File: config.mk
export PLATFORM = sky130hd
export DESIGN_NAME = packet_train_monitor
export DESIGN_NICKNAME = d
export VERILOG_FILES = /design/src/rtl/pkt_mon_pkg.sv /design/src/rtl/strb_check.sv /design/src/rtl/packet_train_monitor.sv
export SDC_FILE = /design/constraint.sdc
export NUM_CORES = 1
export LEC_CHECK = 0
export CAP_MARGIN = 30
export CORE_AREA = 2 2 324 326
export CTS_BUF_LIST = sky130_fd_sc_hd__clkbuf_4
export DETAILED_ROUTE_END_ITERATION = 8
export DIE_AREA = 0 0 326 328
export DONT_BUFFER_PORTS = 1
export SETUP_SLACK_MARGIN = 0.2
export SLEW_MARGIN = 10
export SYNTH_ARGS = -nofsm -noshare
export SYNTH_HDL_FRONTEND = slang
export SYNTH_SLANG_ARGS = --single-unit
File: constraint.sdc
create_clock -name axi_aclk -period 10.15 [get_ports axi_aclk]
set_clock_uncertainty 0.2 [all_clocks]
set_input_delay 1.5225 -clock axi_aclk [delete_from_list [all_inputs] [get_ports axi_aclk]]
set_output_delay 1.5225 -clock axi_aclk [all_outputs]
set_load 0.005 [all_outputs]
File: src/rtl/pkt_mon_pkg.sv
// Shared types and helpers for the packet train monitor.
package pkt_mon_pkg;

   typedef enum logic [1:0] {
      IDLE    = 2'd0,
      IN_PKT  = 2'd1,
      GAP     = 2'd2,
      DISCARD = 2'd3
   } state_t;

   localparam logic [31:0] GAP_SAT  = 32'hFFFF_FFFF;
   localparam int          STRB_MAX = 128;

   // True when the strobe is of the form 2^k-1 (low bytes only, no holes); zero also qualifies.
   function automatic logic strb_contiguous(input logic [STRB_MAX-1:0] s);
      return ((s & (s + STRB_MAX'(1))) == '0);
   endfunction

endpackage

File: src/rtl/strb_check.sv
// Combinational strobe qualifier: byte popcount plus zero / contiguous / all-ones flags.
// Zero latency; no flow control.
module strb_check
   import pkt_mon_pkg::*;
#(
   parameter  int BYTES = 32,
   localparam int CW    = $clog2(BYTES) + 1
) (
   input  logic [BYTES-1:0] strb_i,
   output logic [CW-1:0]    popcnt_o,
   output logic             zero_o,
   output logic             contig_o,
   output logic             all_ones_o
);

   always_comb begin
      popcnt_o = '0;
      for (int i = 0; i < BYTES; i++) begin
         popcnt_o = popcnt_o + CW'(strb_i[i]);
      end
   end

   assign zero_o     = ~|strb_i;
   assign all_ones_o = &strb_i;
   assign contig_o   = strb_contiguous(STRB_MAX'(strb_i));

endmodule

File: src/rtl/packet_train_monitor.sv
// AXI4-Stream sink gathering per-train packet statistics; stats update 1 cycle after each beat.
// tready is a constant 1 once out of reset, so the monitor never backpressures.
module packet_train_monitor
   import pkt_mon_pkg::*;
#(
   parameter int C_S_AXIS_DATA_WIDTH  = 256,
   parameter int C_S_AXIS_TUSER_WIDTH = 128,
   parameter int TIMESTAMP_WIDTH      = 64,
   parameter int MAX_BEATS            = 64
) (
   input  logic                              axi_aclk,
   input  logic                              reset,
   input  logic [C_S_AXIS_DATA_WIDTH-1:0]    s_axis_tdata,
   input  logic [C_S_AXIS_DATA_WIDTH/8-1:0]  s_axis_tstrb,
   input  logic [C_S_AXIS_TUSER_WIDTH-1:0]   s_axis_tuser,
   input  logic                              s_axis_tvalid,
   output logic                              s_axis_tready,
   input  logic                              s_axis_tlast,
   input  logic [TIMESTAMP_WIDTH-1:0]        stamp_counter,
   input  logic                              clear,
   input  logic [31:0]                       expected_packets,
   output logic [31:0]                       pkt_count,
   output logic [63:0]                       byte_count,
   output logic [TIMESTAMP_WIDTH-1:0]        first_ts,
   output logic [TIMESTAMP_WIDTH-1:0]        last_ts,
   output logic [31:0]                       min_gap,
   output logic [31:0]                       max_gap,
   output logic [15:0]                       giant_count,
   output logic [15:0]                       strb_err_count,
   output logic                              train_done,
   output logic                              busy
);

   localparam int BYTES = C_S_AXIS_DATA_WIDTH / 8;
   localparam int CW    = $clog2(BYTES) + 1;
   localparam int BCW   = $clog2(MAX_BEATS) + 1;
   localparam int TSW   = TIMESTAMP_WIDTH;

   state_t               state_q, state_d;
   logic                 tready_q, busy_q;
   logic [31:0]          pkt_q, pkt_d, min_gap_q, min_gap_d, max_gap_q, max_gap_d;
   logic [63:0]          byte_q, byte_d;
   logic [TSW-1:0]       first_ts_q, first_ts_d, last_ts_q, last_ts_d, prev_end_q, prev_end_d;
   logic [15:0]          giant_q, giant_d, serr_q, serr_d;
   logic                 done_q, done_d, err_q, err_d, clr_disc_q, clr_disc_d;
   logic [BCW-1:0]       beat_cnt_q, beat_cnt_d, cnt_inc;

   logic [CW-1:0]        popcnt;
   logic                 strb_zero, strb_contig, strb_all_ones;
   logic                 beat, beat_err, end_pkt, end_err, in_pkt;
   logic [TSW-1:0]       gap_raw;
   logic [31:0]          gap;
   logic                 unused_ok;

   strb_check #(.BYTES(BYTES)) u_strb_check (
      .strb_i     (s_axis_tstrb),
      .popcnt_o   (popcnt),
      .zero_o     (strb_zero),
      .contig_o   (strb_contig),
      .all_ones_o (strb_all_ones)
   );

   assign unused_ok = ^{s_axis_tdata, s_axis_tuser};
   assign beat      = s_axis_tvalid & tready_q;
   assign beat_err  = strb_zero | ~strb_contig | (~s_axis_tlast & ~strb_all_ones);
   assign gap_raw   = stamp_counter - prev_end_q;
   assign gap       = (|gap_raw[TSW-1:32]) ? GAP_SAT : gap_raw[31:0];
   assign cnt_inc   = beat_cnt_q + BCW'(1);
   assign in_pkt    = (state_q == IN_PKT) || (state_q == DISCARD);

   always_comb begin
      state_d    = state_q;
      pkt_d      = pkt_q;
      byte_d     = byte_q;
      first_ts_d = first_ts_q;
      last_ts_d  = last_ts_q;
      prev_end_d = prev_end_q;
      min_gap_d  = min_gap_q;
      max_gap_d  = max_gap_q;
      giant_d    = giant_q;
      serr_d     = serr_q;
      done_d     = done_q;
      err_d      = err_q;
      beat_cnt_d = beat_cnt_q;
      clr_disc_d = clr_disc_q;
      end_pkt    = 1'b0;
      end_err    = 1'b0;
      if (clear) begin
         pkt_d      = '0;
         byte_d     = '0;
         first_ts_d = '0;
         last_ts_d  = '0;
         prev_end_d = '0;
         min_gap_d  = GAP_SAT;
         max_gap_d  = '0;
         giant_d    = '0;
         serr_d     = '0;
         done_d     = 1'b0;
         err_d      = 1'b0;
         beat_cnt_d = '0;
         // Leftover beats of an interrupted packet are dropped, then the train restarts from IDLE.
         if ((in_pkt && !(beat && s_axis_tlast)) || (beat && !s_axis_tlast)) begin
            state_d    = DISCARD;
            clr_disc_d = 1'b1;
         end else begin
            state_d    = IDLE;
            clr_disc_d = 1'b0;
         end
      end else if (beat) begin
         byte_d = byte_q + 64'(popcnt);
         unique case (state_q)
            IDLE, GAP: begin
               if (state_q == IDLE) begin
                  first_ts_d = stamp_counter;
               end else begin
                  if (gap < min_gap_q) min_gap_d = gap;
                  if (gap > max_gap_q) max_gap_d = gap;
               end
               if (s_axis_tlast) begin
                  end_pkt = 1'b1;
                  end_err = beat_err;
               end else begin
                  state_d    = IN_PKT;
                  beat_cnt_d = BCW'(1);
                  err_d      = beat_err;
               end
            end
            IN_PKT: begin
               if (s_axis_tlast) begin
                  end_pkt = 1'b1;
                  end_err = err_q | beat_err;
               end else if (cnt_inc == BCW'(MAX_BEATS)) begin
                  if (giant_q != 16'hFFFF) giant_d = giant_q + 16'd1;
                  state_d = DISCARD;
               end else begin
                  beat_cnt_d = cnt_inc;
                  err_d      = err_q | beat_err;
               end
            end
            DISCARD: begin
               if (s_axis_tlast) begin
                  prev_end_d = stamp_counter;
                  state_d    = clr_disc_q ? IDLE : GAP;
                  clr_disc_d = 1'b0;
               end
            end
            default: state_d = IDLE;
         endcase
         if (end_pkt) begin
            state_d    = GAP;
            prev_end_d = stamp_counter;
            if (!end_err) begin
               if (pkt_q != 32'hFFFF_FFFF) pkt_d = pkt_q + 32'd1;
               last_ts_d = stamp_counter;
               if ((pkt_d == expected_packets) && (expected_packets != 32'd0)) done_d = 1'b1;
            end else if (serr_q != 16'hFFFF) begin
               serr_d = serr_q + 16'd1;
            end
         end
      end
   end

   always_ff @(posedge axi_aclk) begin
      if (reset) begin
         state_q    <= IDLE;
         tready_q   <= 1'b0;
         busy_q     <= 1'b0;
         pkt_q      <= '0;
         byte_q     <= '0;
         first_ts_q <= '0;
         last_ts_q  <= '0;
         prev_end_q <= '0;
         min_gap_q  <= GAP_SAT;
         max_gap_q  <= '0;
         giant_q    <= '0;
         serr_q     <= '0;
         done_q     <= 1'b0;
         err_q      <= 1'b0;
         beat_cnt_q <= '0;
         clr_disc_q <= 1'b0;
      end else begin
         state_q    <= state_d;
         tready_q   <= 1'b1;
         busy_q     <= (state_d == IN_PKT) || (state_d == DISCARD);
         pkt_q      <= pkt_d;
         byte_q     <= byte_d;
         first_ts_q <= first_ts_d;
         last_ts_q  <= last_ts_d;
         prev_end_q <= prev_end_d;
         min_gap_q  <= min_gap_d;
         max_gap_q  <= max_gap_d;
         giant_q    <= giant_d;
         serr_q     <= serr_d;
         done_q     <= done_d;
         err_q      <= err_d;
         beat_cnt_q <= beat_cnt_d;
         clr_disc_q <= clr_disc_d;
      end
   end

   assign s_axis_tready  = tready_q;
   assign busy           = busy_q;
   assign pkt_count      = pkt_q;
   assign byte_count     = byte_q;
   assign first_ts       = first_ts_q;
   assign last_ts        = last_ts_q;
   assign min_gap        = min_gap_q;
   assign max_gap        = max_gap_q;
   assign giant_count    = giant_q;
   assign strb_err_count = serr_q;
   assign train_done     = done_q;

endmodule

# ---- Word level (Yosys, flattened, before mapping)
# Cells that the tools add are included.
dict set report op_classes {
  reduce_logical 35
  eq_ne 13
  bitwise 11
  n_addsub 38
  order_cmp 2
  n_mux 42
}
# cell n
set op_table {}
lappend op_table {{32-bit two-way mux} 6}
lappend op_table {{64-bit two-way mux} 3}
lappend op_table {{6-bit by 1-bit adder with 6-bit output} 30}
lappend op_table {{32-bit by 128-bit bitwise AND with 128-bit output} 1}
lappend op_table {{128-bit zero test} 1}
lappend op_table {{64-bit by 6-bit adder with 64-bit output} 1}
lappend op_table {{32-bit OR reduction} 2}
lappend op_table {{64-bit subtractor} 1}
lappend op_table {{32-bit by 1-bit adder with 33-bit output, second input constant} 1}
lappend op_table {{16-bit by 1-bit adder with 16-bit output, second input constant} 2}
lappend op_table {{32-bit by 1-bit adder with 32-bit output, second input constant} 1}
lappend op_table {{32-bit == test} 1}
lappend op_table {{32-bit greater-than comparator} 1}
lappend op_table {{32-bit less-than comparator} 1}
lappend op_table {{16-bit inequality test, second input constant} 2}
lappend op_table {{32-bit inequality test, second input constant} 1}
lappend op_table {{32-bit AND reduction} 1}
lappend op_table {{32-bit nonzero test} 1}
lappend op_table {{7-bit two-way mux} 3}
lappend op_table {{2-bit two-way mux} 9}
lappend op_table {{1-bit two-way mux} 17}
lappend op_table {{4-bit AND reduction} 4}
lappend op_table {{7-bit one-hot mux with 2 select lines} 1}
lappend op_table {{3-bit AND reduction} 4}
lappend op_table {{other kinds (19)} 46}
dict set report word_totals {
  out_inout_bits 323
  ff_bits 398
  word_cells 157
}

# ---- Logic depth before layout (Yosys ltp)
# Gate-level depths: netlist of run 1.
dict set report depth {
  ltp_word 32
  mapped_depth 30
  depth_no_buf 29
}

# ---- By module
# A second synthesis of run 1 with hierarchy kept.
dict set report unflattened {
  cells_unflattened 3249
  area_unflattened_um2 24632.4
}
# mod cells_per_inst area_each_um2 instances seq_area_each_um2
set by_module_without_submodules {}
lappend by_module_without_submodules {packet_train_monitor 3080 23304.9 1 7947.6}
lappend by_module_without_submodules {strb_check 169 1327.5 1 0.0}

# ---- Worst setup path before layout of run 1
# OpenSTA, ideal clock, no wires.
dict set report synth_timing {
  kind {in2reg}
  from {input port s_axis_tstrb[0]}
  to {register byte_q[61], in the netlist byte_count[61]}
  stages 25
  arrival_time_ns 7.974
  setup_ns 0.128
  slack_ns 1.848
  cell_sequence {inv_1 -> ha_1 -> inv_1 -> fa_1 -> fa_1 -> fa_1 -> fa_1 -> fa_1 -> fa_1 -> fa_1 -> fa_1 -> inv_1 -> a21o_1 -> a21oi_1 -> xnor2_1 -> ha_1 -> inv_1 -> o21bai_1 -> a21oi_1 -> nor4_1 -> nor2b_1 -> and3_1 -> nand4_1 -> xor2_1 -> nor2_1}
}
dict set report synth_via {
  elab_chain_cells 32
}
# element line_no
set synth_lines {}
lappend synth_lines {{start: declaration} packet_train_monitor.sv:14} ;# input logic [C_S_AXIS_DATA_WIDTH/8-1:0] s_axis_tstrb,
lappend synth_lines {{1-bit by 1-bit adder with 2-bit output} strb_check.sv:19} ;# popcnt_o = popcnt_o + CW'(strb_i[i]);
lappend synth_lines {{6-bit by 1-bit adder with 6-bit output (30 in series)} strb_check.sv:19}
lappend synth_lines {{64-bit by 6-bit adder with 64-bit output} packet_train_monitor.sv:110} ;# byte_d = byte_q + 64'(popcnt);
lappend synth_lines {{end signal: assignment} packet_train_monitor.sv:186} ;# byte_q <= byte_d;
lappend synth_lines {{end: declaration} packet_train_monitor.sv:42} ;# logic [63:0] byte_q, byte_d;
# No other way between the ends.
# A chain may end at the register's enable or synchronous reset.

# ---- Final worst setup path of run 1
dict set report layout_timing {
  from {input port stamp_counter[31]}
  to {register min_gap_q[12], in the netlist min_gap[12]}
}
dict set report layout_via {
  elab_chain_cells 5
}
# element line_no
set layout_lines {}
lappend layout_lines {{start: declaration} packet_train_monitor.sv:19} ;# input logic [TIMESTAMP_WIDTH-1:0] stamp_counter,
lappend layout_lines {{64-bit subtractor} packet_train_monitor.sv:66} ;# assign gap_raw = stamp_counter - prev_end_q;
lappend layout_lines {{32-bit OR reduction} packet_train_monitor.sv:67} ;# assign gap = (|gap_raw[TSW-1:32]) ? GAP_SAT : gap_raw[31:0];
lappend layout_lines {{32-bit two-way mux} packet_train_monitor.sv:67}
lappend layout_lines {{named net gap[9]} packet_train_monitor.sv:52} ;# logic [31:0] gap;
lappend layout_lines {{32-bit less-than comparator} packet_train_monitor.sv:116} ;# if (gap < min_gap_q) min_gap_d = gap;
lappend layout_lines {{4-bit AND reduction (no source line)} --}
lappend layout_lines {{end signal: assignment} packet_train_monitor.sv:190} ;# min_gap_q <= min_gap_d;
lappend layout_lines {{end: declaration} packet_train_monitor.sv:41} ;# logic [31:0] pkt_q, pkt_d, min_gap_q, min_gap_d, max_gap_q, max_gap_d;
# The timed path passes the listed nets, and every way through them passes these cells.

==> impl_results.md, run 1 <==
* Fraction of layout cells with a size suffix above 1 at ~7.7%
* Startpoint type of the worst setup path: primary input
* Count of final hold-check violations at 0
* PD cells at around 150 nW/µm²
* Met3 track demand over resource at 6.673%
* Internal Power at between 2 and 3 mW
* Worst Path Max Fanout at 26
* Syn avg cell area at 7.537 µm²
* Sw frac at around a third
* Number of buffers added by the clock tree synthesis step at about 110
* Initial Utilization at between 20 and 25%
* Met1 usage in global routing at 21.54%
* Number of setup violations in the final report at 0
* Final Wtd Congestion at slightly below 1
* Cell area after technology mapping at 25170 µm²
* Area of the multi-input gates at around 16000 µm²
* Post-synth net total at 4029
* Number of instances in the synthesized netlist at roughly 3300
* Die Y at approximately 330 µm
* Met2 routing resource usage after global routing at between 20% and 30%
* Largest net degree at the start of global routing at 98
* Crit path largest cell delay at between 700 and 800 ps
* Clock tree from TritonCTS: done
* Maximum resistive drop on vdd at 0.1536 mV
* Share of the clock period used by the worst path after layout at a little over four fifths
* DR DRC count at 0
* Remaining max-slew budget at the tightest pin at a little under two fifths
* Number of global-route vias before repair at approximately 23000
* Top-level I/O count at 840
* Min-delay src: prev_end_q[8]
* Fillers at about 11000
* Fraction of the yosys area taken by sequential cells at 31.57%
* Number of DRC markers in iteration 0 at around 1800
* Cell depth of the worst min-delay path at 2
* Most frequent standard cell in the layout excluding fill and tap cells: sky130_fd_sc_hd__nand2_1
* Design Area, Final at 27910 µm²
* Number of cells on the worst reg-to-reg path at 27
* Overall die area at around 110000 µm²
* Most frequent cell on the critical path: sky130_fd_sc_hd__a21o_1
* Area added between synthesis and finish at 10.86%
* Sum of routed wire length over all layers at between 90000 and 100000 µm
* Max-cap violations at 0
* Global-route layer with the greatest usage: met2
* Count of state elements after synthesis at 397
* Synth cell types at 90
* Switch Pwr at 1.352 mW
* Area share of the leading cell type in the synthesized netlist at between 30% and 40%
* Global router's overall resource usage at between 10% and 20%
* RSZ-0062 raised after global routing: false
* Hold Crit Endpoint: prev_end_q[8]
* Ranking of synthesized cells by area: sky130_fd_sc_hd__dfxtp_1 (32%), sky130_fd_sc_hd__nand2_1 (8.9%), sky130_fd_sc_hd__ha_1 (7.3%)
* Ys flop type: sky130_fd_sc_hd__dfxtp_1
* Post-cts resize count at 0
* Root Buffer Master: sky130_fd_sc_hd__clkbuf_4
* NumNets Final at about 4000
* Count of buffers from port buffering at 0
* Count of flip-flops with a built-in enable after synthesis at 0
* Relative contribution of combinational cells to total power at 24.7%
* Standard cell core area at between 100000 and 150000 µm²
* Global-route wire length before repair at around 140000 µm
* Synth area leader: sky130_fd_sc_hd__dfxtp_1
* Final sum of negative setup slack at 0 ps
* Outcome: complete, no violations
* Average via count per standard cell at 5.034
* Number of buffers on the longest clock path at 3
* Kind of end point of the critical path: flop
* Path class of the lowest-slack min-delay path: reg -> reg
* Type of the worst setup path: in -> reg
* Critical register-to-register path startpoint: prev_end_q[31]
* FF-to-FF setup slack at 1890 ps
* Floorplan row count at 118
* Hold Buf Count CTS at 0
* Clock period minus final worst setup slack at approximately 8500 ps
* Max-slew violation total from the final report at 0
* Insertion delay to the later sink of the worst-skew pair at 980 ps
* Number of setup buffers added after CTS at 0
* Worst reg2reg path endpoint: min_gap[12]
* Worst slew pin tran at 941.5 ps
* Antenna violations before repair at 5
* Deepest level of the CTS H-tree at 3
* Final HPWL DP at 74160 µm
* Required @ worst endpoint at ~11000 ps
* Achievable frequency at 118.3 MHz
* Worst endpoint data arrival time at ~9000 ps
* Iteration count of the initial detailed-routing pass at 5
* Clock sink count at 397
* Synth warn at 0
* Most frequent cells in the layout: sky130_fd_sc_hd__nand2_1 (595), sky130_fd_sc_hd__dfxtp_1 (397), sky130_fd_sc_hd__a21oi_1 (352)
* Global route total overflow at 0
* Wire per inst at 19.97 µm
* Clock-pin slew of the registers on the worst-case setup and hold paths at ~50 ps
* Area taken by flip-flops and latches at about 7900 µm²
* Library cell contributing the largest single delay on the critical path: sky130_fd_sc_hd__o311ai_0
* Asr flop ratio synth at 0%
* Overall die width at 326 µm
* Antenna violation net count after detailed routing at 0
* Sequential group share of total power at between 30% and 40%
* Post-Place Cell Area at 26410 µm²
* Leakage at slightly below 10 nW
* Via total after detailed routing at between 20000 and 25000
* Clock network fraction of design power at between 30% and 40%
[Yosys cell counts (26+ instances only)]
| master | instances |
|---|---|
| sky130_fd_sc_hd__and4_1 | 28 |
| sky130_fd_sc_hd__a21o_1 | 57 |
| sky130_fd_sc_hd__and3_1 | 31 |
| sky130_fd_sc_hd__nor2_1 | 275 |
| sky130_fd_sc_hd__fa_1 | 26 |
| sky130_fd_sc_hd__nand2_1 | 596 |
| sky130_fd_sc_hd__xnor2_1 | 95 |
| sky130_fd_sc_hd__ha_1 | 146 |
| sky130_fd_sc_hd__mux2i_1 | 52 |
| sky130_fd_sc_hd__xor2_1 | 101 |
| sky130_fd_sc_hd__nand3_1 | 81 |
| sky130_fd_sc_hd__dfxtp_1 | 397 |
| sky130_fd_sc_hd__a21oi_1 | 353 |
| sky130_fd_sc_hd__nor4_1 | 41 |
| sky130_fd_sc_hd__nor3_1 | 104 |
| sky130_fd_sc_hd__o21ai_0 | 88 |
| sky130_fd_sc_hd__inv_1 | 223 |
| sky130_fd_sc_hd__a211oi_1 | 31 |
| sky130_fd_sc_hd__nand4_1 | 89 |
| sky130_fd_sc_hd__clkbuf_1 | 130 |
| sky130_fd_sc_hd__buf_2 | 31 |
[cell families after synthesis]
| logic type | Yosys count | share of synthesized area [%] |
|---|---|---|
| AOI/OAI and AO/OA | 713 | 17.30 |
| xor gates and xnor gates | 196 | 6.819 |
| adders and majority gates | 172 | 9.324 |
| buffers and inverters | 402 | 6.421 |
| DFF | 397 | 31.57 |
| muxes | 52 | 2.068 |
| and+or+nand+nor | 1408 | 26.50 |
[flip-flops by register name, summed over array words and instances (netlist names), named ones only]
signal / count
last_ts: 64
max_gap: 32
train_done: 1
first_ts: 64
pkt_count: 32
min_gap: 32
state_q: 1
clr_disc_q: 1
strb_err_count: 16
prev_end_q: 64
beat_cnt_q: 7
byte_count: 64
err_q: 1
s_axis_tready: 1
giant_count: 16
[how the worst max path moves through the flow]
stage / slack, ps / depth (start not counted) / endpoint / start
4_1_cts: 1910 / 26 / min_gap[8] / stamp_counter[31]
3_5_place_dp: 840 / 26 / min_gap[13] / stamp_counter[31]
3_3_place_gp: 870 / 26 / min_gap[12] / stamp_counter[31]
5_1_grt: 1450 / 26 / min_gap[9] / stamp_counter[31]
2_1_floorplan: 1850 / 25 / byte_count[61] / s_axis_tstrb[0]
6_report: 1700 / 26 / min_gap[12] / stamp_counter[31]
[cell type report]
type                            instances  area share, %
Antenna cell                            5        0.04483
Tap cell                             1380          6.187
Timing Repair Buffer                   35          1.233
Inverter                              223          2.999
Clock buffer                          159          4.277
Clock inverter                         39         0.7397
Sequential cell                       397          28.48
Multi-Input combinational cell       2541          56.04
[stage by stage]
stage	hold WS [ps]	instances	utilization [%]	setup WS (ps)	total power, mW
after floorplan	236.3	3340	-	1848	2.414
after global placement	242.1	4571	25.57	872.8	2.610
after detailed placement	246.3	4573	25.59	836.0	2.632
after CTS	254.4	4771	26.95	1911	4.146
after global routing	268.7	4778	27.04	1453	4.366
final	252.2	4779	27.04	1696	4.085
[power groups by stage]
stage / clock [mW] / sequential [mW] / combinational, mW
4_1_cts: 1.54 / 1.59 / 1.01
5_1_grt: 1.63 / 1.60 / 1.14
6_report: 1.48 / 1.59 / 1.01
3_5_place_dp: 0 / 1.63 / 1.00
3_3_place_gp: 0 / 1.63 / 0.981
2_1_floorplan: 0 / 1.62 / 0.793
[metal layers]
| layer | vias to the layer above | part of all wire [%] |
|---|---|---|
| li1 | 11600 | - |
| met1 | 11300 | 42 |
| met2 | 989 | 44 |
| met3 | 163 | 11 |
| met4 | 4 | 2.9 |
| met5 | - | 0.034 |
[critical path, delay by kind of cell]
kind | cells | cell delay, ps
xor+xnor | 1 | 140
compound gates | 14 | 4460
simple gates | 5 | 1290
mux | 1 | 200
buf+inv | 3 | 620
fa+ha+maj | 2 | 800
(Power assumes the default switching activity.)
==> run 2, diff against run 1 <==
- clock period: 10.15 -> 8 ns (I/O delays scaled with it)
==> impl_results.md, run 2 (synthesized netlist as in run 1, its figures left out) <==
* Outcome: complete, no violations
* Leakage at 10.29 nW (+6.4%)
* Die Y at 328 µm (unchanged)
* Most frequent cells in the layout: sky130_fd_sc_hd__nand2_1 (595), sky130_fd_sc_hd__dfxtp_1 (397), sky130_fd_sc_hd__a21oi_1 (352)
* Area added between synthesis and finish at 14.90%
* Initial Utilization at 24.39% (unchanged)
* Count of final hold-check violations at 0 (unchanged)
* Achievable frequency at between 100 and 150 MHz
* Share of the clock period used by the worst path after layout at 91.71%
* Number of global-route vias before repair at 23410 (+2.6%)
* Top-level I/O count at 840 (unchanged)
* Post-Place Cell Area at 27470 µm² (+4.0%)
* Type of the worst setup path: reg -> reg
* Number of setup buffers added after CTS at 0 (unchanged)
* Kind of end point of the critical path: flop
* Clock tree from TritonCTS: done
* Min-delay src: stamp_counter[21]
* Wire per inst at 19.79 µm (-0.93%)
* NumNets Final at 4122 (+3.0%)
* Final HPWL DP at 76430 µm (+3.1%)
* Design Area, Final at 28930 µm² (+3.6%)
* Cell depth of the worst min-delay path at 2 (unchanged)
* Root Buffer Master: sky130_fd_sc_hd__clkbuf_4
* Clock period minus final worst setup slack at 7336 ps
* Final Wtd Congestion at 0.9596 (-0.69%)
* Standard cell core area at 103200 µm² (unchanged)
* Worst slew pin tran at 966.1 ps (+24.58 ps)
* Iteration count of the initial detailed-routing pass at 6 (+1)
* RSZ-0062 raised after global routing: false
* Fraction of layout cells with a size suffix above 1 at 11.08% (+3.4 points)
* Critical register-to-register path startpoint: prev_end_q[35]
* Largest net degree at the start of global routing at 149 (+52%)
* Crit path largest cell delay at 500 ps (-290 ps)
* Most frequent standard cell in the layout excluding fill and tap cells: sky130_fd_sc_hd__nand2_1
* Average via count per standard cell at 4.976 (-1.2%)
* Clock-pin slew of the registers on the worst-case setup and hold paths at 70 ps (+20 ps)
* Number of setup violations in the final report at 0 (unchanged)
* Remaining max-slew budget at the tightest pin at 33.93% (-3.3 points)
* Max-slew violation total from the final report at 0 (unchanged)
* Antenna violations before repair at 8 (+3)
* Via total after detailed routing at 24370 (+1.3%)
* Maximum resistive drop on vdd at 0.2084 mV (+36%)
* Deepest level of the CTS H-tree at 3 (unchanged)
* Clock sink count at 397 (unchanged)
* Number of buffers added by the clock tree synthesis step at 109 (-4.4%)
* Antenna violation net count after detailed routing at 0 (unchanged)
* Global route total overflow at 0 (unchanged)
* Smallest hold slack at 159.9 ps (-92.29 ps)
* Number of DRC markers in iteration 0 at 1679 (-4.2%)
* Insertion delay to the later sink of the worst-skew pair at 970 ps (about the same)
* Most frequent cell on the critical path: sky130_fd_sc_hd__a21o_1
* Floorplan row count at 118 (unchanged)
* Number of cells on the worst reg-to-reg path at 28 (+3.7%)
* Max-cap violations at 0 (unchanged)
* Path class of the lowest-slack min-delay path: in -> reg
* PD cells at 180.7 nW/µm² (+23%)
* Library cell contributing the largest single delay on the critical path: sky130_fd_sc_hd__or4_1
* Number of buffers on the longest clock path at 3 (unchanged)
* Required @ worst endpoint at 8610 ps (-2180 ps)
* Overall die width at 326 µm (unchanged)
* Startpoint type of the worst setup path: flop
* Hold Buf Count CTS at 0 (unchanged)
* Timing startpoint of the critical path: prev_end_q[35]
* Post-cts resize count at 0 (unchanged)
* Worst endpoint data arrival time at 7950 ps (-1150 ps)
* Overall die area at 106900 µm² (unchanged)
* DR DRC count at 0 (unchanged)
* Global router's overall resource usage at 17.46% (+0.24 points)
* Total power draw at 5.227 mW (+28%)
* Worst Path Max Fanout at 11 (-58%)
* Sum of routed wire length over all layers at 96890 µm (+1.5%)
* Count of buffers from port buffering at 0 (unchanged)
* Global-route wire length before repair at 144000 µm (+1.1%)
run 2: changes by cell type in the layout (fill, tap and decap cells not counted), moves of 2 or more:
cell                        change
sky130_fd_sc_hd__buf_4        +122
sky130_fd_sc_hd__buf_12         +7
sky130_fd_sc_hd__clkinv_1       -6
sky130_fd_sc_hd__clkinv_2       -3
sky130_fd_sc_hd__buf_16         -2
sky130_fd_sc_hd__bufinv_16      +2
sky130_fd_sc_hd__clkbuf_4       +2
sky130_fd_sc_hd__inv_6          -2
run 2: per-layer routing:
layer | routed length [µm] | part of all wire, % | GRT usage [%]
met1 | 40550 | 42 | 21.55
met2 | 42420 | 44 | 27.14
met3 | 10300 | 11 | 6.860
met4 | 3577 | 3.7 | 6.902
met5 | 33 | 0.034 | 0
run 2: final cells by class:
cell class / count / area (µm²)
Fill cell: 11270 / 74280
Multi-Input combinational cell: 2541 / 15650
Clock buffer: 161 / 1209
Sequential cell: 397 / 7948
Antenna cell: 5 / 12.51
Timing Repair Buffer: 161 / 1341
Clock inverter: 29 / 202.7
Tap cell: 1380 / 1727
Inverter: 223 / 837.1
run 2: worst paths after layout:
kind	end	slack, ps
max	min_gap[19]	660
min	prev_end_q[21]	160
max reg2reg	min_gap[19]	660
min reg2reg	prev_end_q[56]	250
run 2: critical path: cells and delay by family, from the launching register on:
family / cells / cell delay (ps)
compound gates: 12 / 2560
simple gates: 8 / 2450
buf+inv: 5 / 750
fa+ha+maj: 2 / 700
flops: 1 / 340
mux: 1 / 180
run 2: metrics by stage:
stage / setup WS, ps / TNS [ps] / utilization [%] / std cells
3_5_place_dp: -93.86 / -2083 / 26.62 / 4701
6_report: 663.5 / 0 / 28.03 / 4897
2_1_floorplan: 247.6 / 0 / - / 3340
5_1_grt: 263.3 / 0 / 28.03 / 4896
3_3_place_gp: -9.366 / -9.366 / 26.60 / 4700
4_1_cts: 662.0 / 0 / 27.99 / 4891
run 2: power breakdown:
part | total, mW | leakage, nW | internal (mW) | switching (mW)
registers | 2.02 | 3.20 | 2.00 | 0.0234
logic | 1.28 | 6.25 | 0.539 | 0.744
clock network | 1.92 | 0.839 | 1.01 | 0.914
total | 5.23 | 10.3 | 3.55 | 1.68
